`src/rtl/led_pkg.sv`:
```
// Shared definitions for the LED PWM fader: channel count, channel index map
// and the saturating level-step helper used by every fade channel.
package led_pkg;

    localparam int NUM_CH  = 20;
    localparam int CH_LED0 = 0;
    localparam int CH_LD1  = 8;
    localparam int CH_LD2  = 11;
    localparam int CH_LD3  = 14;
    localparam int CH_LD4  = 17;

    // One brightness step toward MAX (dir=1) or toward 0 (dir=0), clamped at
    // both ends. 17-bit operands leave headroom for level+step up to 16-bit levels.
    function automatic logic [16:0] sat_step(
        input logic [16:0] level,
        input logic        dir,
        input logic [16:0] step,
        input logic [16:0] max
    );
        logic [16:0] sum_s;
        logic [16:0] res_s;
        sum_s = level + step;
        if (dir) begin
            if (sum_s > max) begin
                res_s = max;
            end else begin
                res_s = sum_s;
            end
        end else begin
            if (level < step) begin
                res_s = 17'd0;
            end else begin
                res_s = level - step;
            end
        end
        return res_s;
    endfunction

endpackage

```
`src/rtl/led_fade_channel.sv`:
```
// One fader channel: a brightness level that ramps toward its on/off target on
// each fade tick, and the registered PWM comparator that drives the pin.
module led_fade_channel #(
    parameter int PWM_BITS = 8,
    parameter int STEP     = 8
) (
    input  logic                clk,
    input  logic                rst_n,
    input  logic                clr,
    input  logic                fade_tick,
    input  logic                tgt,
    input  logic [PWM_BITS-1:0] pwm_cnt,
    input  logic                inv,
    output logic                out,
    output logic                at_target
);
    import led_pkg::*;

    localparam logic [PWM_BITS-1:0] MAX_LVL  = {PWM_BITS{1'b1}};
    localparam logic [PWM_BITS-1:0] ZERO_LVL = {PWM_BITS{1'b0}};
    localparam logic [16:0]         STEP_W   = 17'(STEP);
    localparam logic [16:0]         MAX_W    = 17'(MAX_LVL);

    logic [PWM_BITS-1:0] level_r;
    logic [PWM_BITS-1:0] level_nxt_s;
    logic                on_s;
    logic                on_r;

    assign level_nxt_s = PWM_BITS'(sat_step(17'(level_r), tgt, STEP_W, MAX_W));

    // Full level means no off-slot at all; otherwise on for the first 'level' counts.
    assign on_s = (level_r == MAX_LVL) | (pwm_cnt < level_r);

    assign at_target = (level_r == (tgt ? MAX_LVL : ZERO_LVL));

    // Inversion mask is a static tie-off, so the XOR after the flop cannot glitch.
    assign out = on_r ^ inv;

    // Brightness level: moves one saturating step only on fade ticks, which sit on
    // PWM period boundaries, so a reversal simply continues from the current level.
    always_ff @(posedge clk or negedge rst_n) begin
        if (!rst_n) begin
            level_r <= ZERO_LVL;
        end else if (clr) begin
            level_r <= ZERO_LVL;
        end else if (fade_tick) begin
            level_r <= level_nxt_s;
        end else begin
            level_r <= level_r;
        end
    end

    // Registered PWM comparator, one clock behind pwm_cnt/level.
    always_ff @(posedge clk or negedge rst_n) begin
        if (!rst_n) begin
            on_r <= 1'b0;
        end else if (clr) begin
            on_r <= 1'b0;
        end else begin
            on_r <= on_s;
        end
    end

endmodule

```
`src/rtl/led_pwm_fader.sv`:
```
// PWM cross-fader for the water-LED pattern: 8 single LEDs plus 4 RGB LEDs
// (20 channels) each ramp toward their on/off target. Shared timebase,
// target register and busy flag live here; per-channel state in led_fade_channel.
module led_pwm_fader #(
    parameter int          PRESCALE = 16,
    parameter int          PWM_BITS = 8,
    parameter int          FADE_DIV = 4,
    parameter int          STEP     = 8,
    parameter logic [19:0] OUT_INV  = 20'h0_0000
) (
    input  logic       clk,
    input  logic       rst_n,
    input  logic       en,
    input  logic [7:0] led_in,
    input  logic [2:0] ld1_in,
    input  logic [2:0] ld2_in,
    input  logic [2:0] ld3_in,
    input  logic [2:0] ld4_in,
    output logic [7:0] led_out,
    output logic [2:0] ld1_out,
    output logic [2:0] ld2_out,
    output logic [2:0] ld3_out,
    output logic [2:0] ld4_out,
    output logic       busy
);
    import led_pkg::*;

    localparam int PRE_W  = (PRESCALE > 1) ? $clog2(PRESCALE) : 1;
    localparam int FADE_W = (FADE_DIV > 1) ? $clog2(FADE_DIV) : 1;
    localparam logic [PWM_BITS-1:0] MAX_LVL = {PWM_BITS{1'b1}};

    logic [PRE_W-1:0]    pre_cnt_r;
    logic [PWM_BITS-1:0] pwm_cnt_r;
    logic [FADE_W-1:0]   fade_cnt_r;
    logic [NUM_CH-1:0]   tgt_r;
    logic [NUM_CH-1:0]   chan_out_s;
    logic [NUM_CH-1:0]   at_target_s;
    logic                busy_r;
    logic                clr_s;
    logic                tick_s;
    logic                period_end_s;
    logic                fade_tick_s;

    assign clr_s        = ~en;
    assign tick_s       = (pre_cnt_r == PRE_W'(PRESCALE - 1));
    assign period_end_s = tick_s & (pwm_cnt_r == MAX_LVL);
    assign fade_tick_s  = period_end_s & (fade_cnt_r == FADE_W'(FADE_DIV - 1));

    // Prescaler: one PWM count step every PRESCALE clocks.
    always_ff @(posedge clk or negedge rst_n) begin
        if (!rst_n) begin
            pre_cnt_r <= {PRE_W{1'b0}};
        end else if (clr_s || tick_s) begin
            pre_cnt_r <= {PRE_W{1'b0}};
        end else begin
            pre_cnt_r <= pre_cnt_r + PRE_W'(1'b1);
        end
    end

    // PWM counter, wraps MAX->0 naturally.
    always_ff @(posedge clk or negedge rst_n) begin
        if (!rst_n) begin
            pwm_cnt_r <= {PWM_BITS{1'b0}};
        end else if (clr_s) begin
            pwm_cnt_r <= {PWM_BITS{1'b0}};
        end else if (tick_s) begin
            pwm_cnt_r <= pwm_cnt_r + PWM_BITS'(1'b1);
        end else begin
            pwm_cnt_r <= pwm_cnt_r;
        end
    end

    // Fade divider: counts PWM periods between level updates.
    always_ff @(posedge clk or negedge rst_n) begin
        if (!rst_n) begin
            fade_cnt_r <= {FADE_W{1'b0}};
        end else if (clr_s || fade_tick_s) begin
            fade_cnt_r <= {FADE_W{1'b0}};
        end else if (period_end_s) begin
            fade_cnt_r <= fade_cnt_r + FADE_W'(1'b1);
        end else begin
            fade_cnt_r <= fade_cnt_r;
        end
    end

    // Target register keeps sampling even while disabled so a re-enable starts
    // from the current pattern.
    always_ff @(posedge clk or negedge rst_n) begin
        if (!rst_n) begin
            tgt_r <= {NUM_CH{1'b0}};
        end else begin
            tgt_r <= {ld4_in, ld3_in, ld2_in, ld1_in, led_in};
        end
    end

    // Busy while any channel is still short of its endpoint; forced idle when disabled.
    always_ff @(posedge clk or negedge rst_n) begin
        if (!rst_n) begin
            busy_r <= 1'b0;
        end else if (clr_s) begin
            busy_r <= 1'b0;
        end else begin
            busy_r <= ~(&at_target_s);
        end
    end

    for (genvar ch = 0; ch < NUM_CH; ch++) begin : g_chan
        led_fade_channel #(
            .PWM_BITS (PWM_BITS),
            .STEP     (STEP)
        ) u_chan (
            .clk       (clk),
            .rst_n     (rst_n),
            .clr       (clr_s),
            .fade_tick (fade_tick_s),
            .tgt       (tgt_r[ch]),
            .pwm_cnt   (pwm_cnt_r),
            .inv       (OUT_INV[ch]),
            .out       (chan_out_s[ch]),
            .at_target (at_target_s[ch])
        );
    end

    assign led_out = chan_out_s[CH_LD1-1:CH_LED0];
    assign ld1_out = chan_out_s[CH_LD2-1:CH_LD1];
    assign ld2_out = chan_out_s[CH_LD3-1:CH_LD2];
    assign ld3_out = chan_out_s[CH_LD4-1:CH_LD3];
    assign ld4_out = chan_out_s[NUM_CH-1:CH_LD4];
    assign busy    = busy_r;

endmodule

```
`config.mk`:
```
export PLATFORM = sky130hd
export DESIGN_NAME = led_pwm_fader
export DESIGN_NICKNAME = d
export VERILOG_FILES = /design/src/rtl/led_pkg.sv /design/src/rtl/led_fade_channel.sv /design/src/rtl/led_pwm_fader.sv
export SDC_FILE = /design/constraint.sdc
export NUM_CORES = 1
export LEC_CHECK = 0
export CAP_MARGIN = 0
export CORE_ASPECT_RATIO = 0.7
export CORE_MARGIN = 1.5
export CORE_UTILIZATION = 55
export DETAILED_ROUTE_END_ITERATION = 10
export PLACE_DENSITY = 0.72
export SLEW_MARGIN = 25
export SYNTH_ARGS = -nofsm -noshare
export SYNTH_HDL_FRONTEND = slang
export SYNTH_SLANG_ARGS = --single-unit
```
`constraint.sdc`:
```
create_clock -name clk -period 2.7 [get_ports clk]
set_input_delay 0.81 -clock clk [delete_from_list [all_inputs] [get_ports clk]]
set_output_delay 0.81 -clock clk [all_outputs]
set_load 0.005 [all_outputs]
```
==> flow_summary.yaml <==
run_status:
  outcome: "finished clean"
worst_hold_path:
  min_path_type: "input port to async pin"
yosys:
  synthCells: 1912
  ys_seq_elements: 175
  synth_edf_count: 0
  yosysWarnings: 0
  synth_cell_types: 82
  synth_nets: 2138
  synthFlopType: "dfrtp_1"
  avgSynthCellArea_sq_um: 8.12
  netlist_area_sq_um: 15500
  ys_seq_area_share_pct: 28.2
  synthArstFlopShare_pct: 100
timing:
  period_needed_ps: 2600
  relSlewSlack_pct: 55.6
  setup_viol: 0
  tns_ps: 0
  worst_pin_slew_ps: 664
  hold_violations: 0
  rsz0062_at_grt: "false"
  drv_slew: 0
  clock.fmax_mhz: 384
  period_share_pct: 96.5
  finClkSkew_ps: 8.93
worst_setup_path:
  critPathLaunch: "pre_cnt_r[0]"
  crit_required_ps: 3080
  arrival_ps: 2990
  crit_end: "g_chan[18].u_chan.level_r[7]"
  path_class: "flip-flop to flip-flop"
  path_max_fanout: 6
  r2r_start: "pre_cnt_r[0]"
  r2r_end: "g_chan[18].u_chan.level_r[7]"
  r2r_setup_slack_ps: 100
  worstSetupStartpointType: "flip-flop"
  end_kind: "flip-flop"
  r2r_cells: 7
place:
  port_buffers: 43
  gp_congestion: 0.941
  post-dp-hpwl_um: 31600
  placed_cell_area_sq_um: 16200
floorplanning:
  rows: 51
  core_sq_um: 27800
  die-area_sq_um: 29300
  start_util_pct: 56.0
  pin_count: 44
  die_y_um: 144
  chipWidth_um: 204
routing:
  drc_errors: 0
  vias: 14800
  via_per_inst: 6.51
  drt_iter0_drc: 1448
  drt-pass1-iter-count: 5
  wl_um: 45100
  postRouteAntennaNets: 0
  avgRoutedWirePerCell_um: 19.8
clocking:
  cts_buffer_depth: 2
  clock-sinks: 175
  hold_buffers: 0
  post_cts_buffers: 0
  cts_resized: 0
  worstSkewPairLatency_ps: 460
  cts_tree: "built"
  cts.clk_slew.worst_paths_ps: 70
  cts_root_buf: "clkbuf_16"
  cts_buffers: 17
  h-tree-depth: 4
final_layout:
  multi_input_area_sq_um: 9990
  area_growth_pct: 8.16
  regArea_sq_um: 4380
  final_area_sq_um: 16800
  nets: 2119
  drive_above_1_share_pct: 5.82
  num-fill-cells: 2444
  antenna_cells: 0
grt:
  globalRouteTotalUtil_pct: 31.4
  grt_max_degree: 49
  antenna_found_initial: 0
  first_global_vias: 13600
  grt_pass1_wl_um: 72700
  grt_overflow: 0
pwr:
  peakVddDrop_uv: 428
  total_power_uw: 5570
  power_density_nw_per_um2: 332
  leakagePower_uw: 0.00684
flow_run:
  max_cap_viol_count: 0
-- per-stage QoR --
stage	instances	utilization, %	hold WS [ps]	setup slack, ps
2_1_floorplan	1912	-	460	358
3_3_place_gp	2245	58.4	473	309
3_5_place_dp	2245	58.4	504	233
4_1_cts	2277	60.5	254	179
5_1_grt	2277	60.5	267	47.8
6_report	2277	60.5	258	95.2
-- critical path, stage by stage (launching register included) --
cell,delay (ps)
dfrtp_1,410
ha_1,250
nand3_1,240
nor3_2,480
nand3_1,530
nor2_1,340
nand3_1,110
a31oi_1,170
-- placed cells by master (no fill, tap or decap), types with 16 or more instances in the layout --
cell             instances
ha_1                   203
dfrtp_1                175
o21ai_0                162
nand2_1                145
inv_1                  144
a21oi_1                123
nand3_1                 96
nor2_1                  82
nor3_1                  56
o22ai_1                 48
nor4_1                  47
buf_4                   46
nand2b_1                41
a21o_1                  41
clkdlybuf4s50_1         41
nand4_1                 36
a211oi_1                34
a31oi_1                 27
o31ai_1                 22
o21a_1                  21
and3_1                  19
or3_1                   19
nor2b_1                 18
xnor2_1                 17
clkbuf_16               17
o211ai_1                16
-- sequential cells by signal, indices dropped and copies added, names as in the netlist --
name,count
tgt_r,20
busy,1
pwm_cnt_r,8
g_chan.u_chan.level_r,120
fade_cnt_r,2
g_chan.u_chan.on_r,20
pre_cnt_r,4
-- routing by layer --
metal / track usage [%] / share of wire, % / up-vias / wire length, um
met2: 46.8 / 42 / 652 / 19100
met1: 46.1 / 47 / 7045 / 21300
met3: 6.19 / 8.8 / 71 / 3990
met5: 0 / 0 / - / 0
met4: 8.38 / 1.7 / 0 / 784
li1: - / - / 7047 / -
-- Yosys cell counts, types with 5 or more instances --
library cell	number	area, sq um
buf_2	18	90.1
xnor2_1	17	149
a21oi_1	123	616
o311ai_0	7	61.3
ha_1	203	2540
clkbuf_1	82	308
nand2_1	145	544
o41ai_1	5	43.8
a211o_1	13	114
o221ai_1	10	87.6
buf_4	21	158
a311oi_1	11	96.3
xor2_1	13	114
and3_1	19	119
a31oi_1	27	169
a21o_1	41	308
a2111oi_0	8	70.1
o22ai_1	48	300
o31ai_1	22	165
nand3b_1	6	45.0
o2111ai_1	6	52.6
nor3_1	56	280
nor3b_1	6	45.0
or4_1	7	52.6
nand2b_1	41	257
or3_1	19	119
o21a_1	21	158
nor2_1	83	312
a21boi_0	6	45.0
nor2b_1	18	113
a211oi_1	34	255
dfrtp_1	175	4380
and2_1	9	56.3
mux2i_1	7	70.1
nand3_1	96	480
nand4_1	36	225
o211ai_1	16	120
o21ai_0	162	811
inv_1	144	541
nor4_1	47	294
-- report_power, final --
group	switching (uW)	total (uW)	leakage (uW)	internal, uW
combinational	217	335	0.00416	118
clock	1180	2550	0.000280	1370
sequential	45.1	2680	0.00239	2640
total	1440	5570	0.00684	4130
-- cell families after synthesis --
logic type      Yosys count  share of synthesized area (%)
compound gates          607                           25.2
xor+xnor                 30                           1.69
fa+ha+maj               205                           16.5
buf+inv                 276                           7.60
flops                   175                           28.2
mux                       8                          0.524
simple gates            611                           20.3
-- how the worst min path moves through the flow --
stage          cells past startpoint                            to                         from
2_1_floorplan                      1                  pre_cnt_r[0]                 pre_cnt_r[0]
3_3_place_gp                       1                  pre_cnt_r[0]                 pre_cnt_r[0]
3_5_place_dp                       1   g_chan[6].u_chan.level_r[7]  g_chan[6].u_chan.level_r[7]
4_1_cts                            1  g_chan[15].u_chan.level_r[6]                        rst_n
5_1_grt                            1  g_chan[15].u_chan.level_r[6]                        rst_n
6_report                           1  g_chan[15].u_chan.level_r[6]                        rst_n
-- cell type report --
cell class	instances	share of cell area, %
sequential	175	26.1
clock inverter	15	0.968
clock buffer	17	2.53
tap	371	2.76
inverter	146	3.27
timing repair buffer	92	4.97
multi-input combinational	1461	59.4
Note: power is estimated with default switching activity, not from simulation.
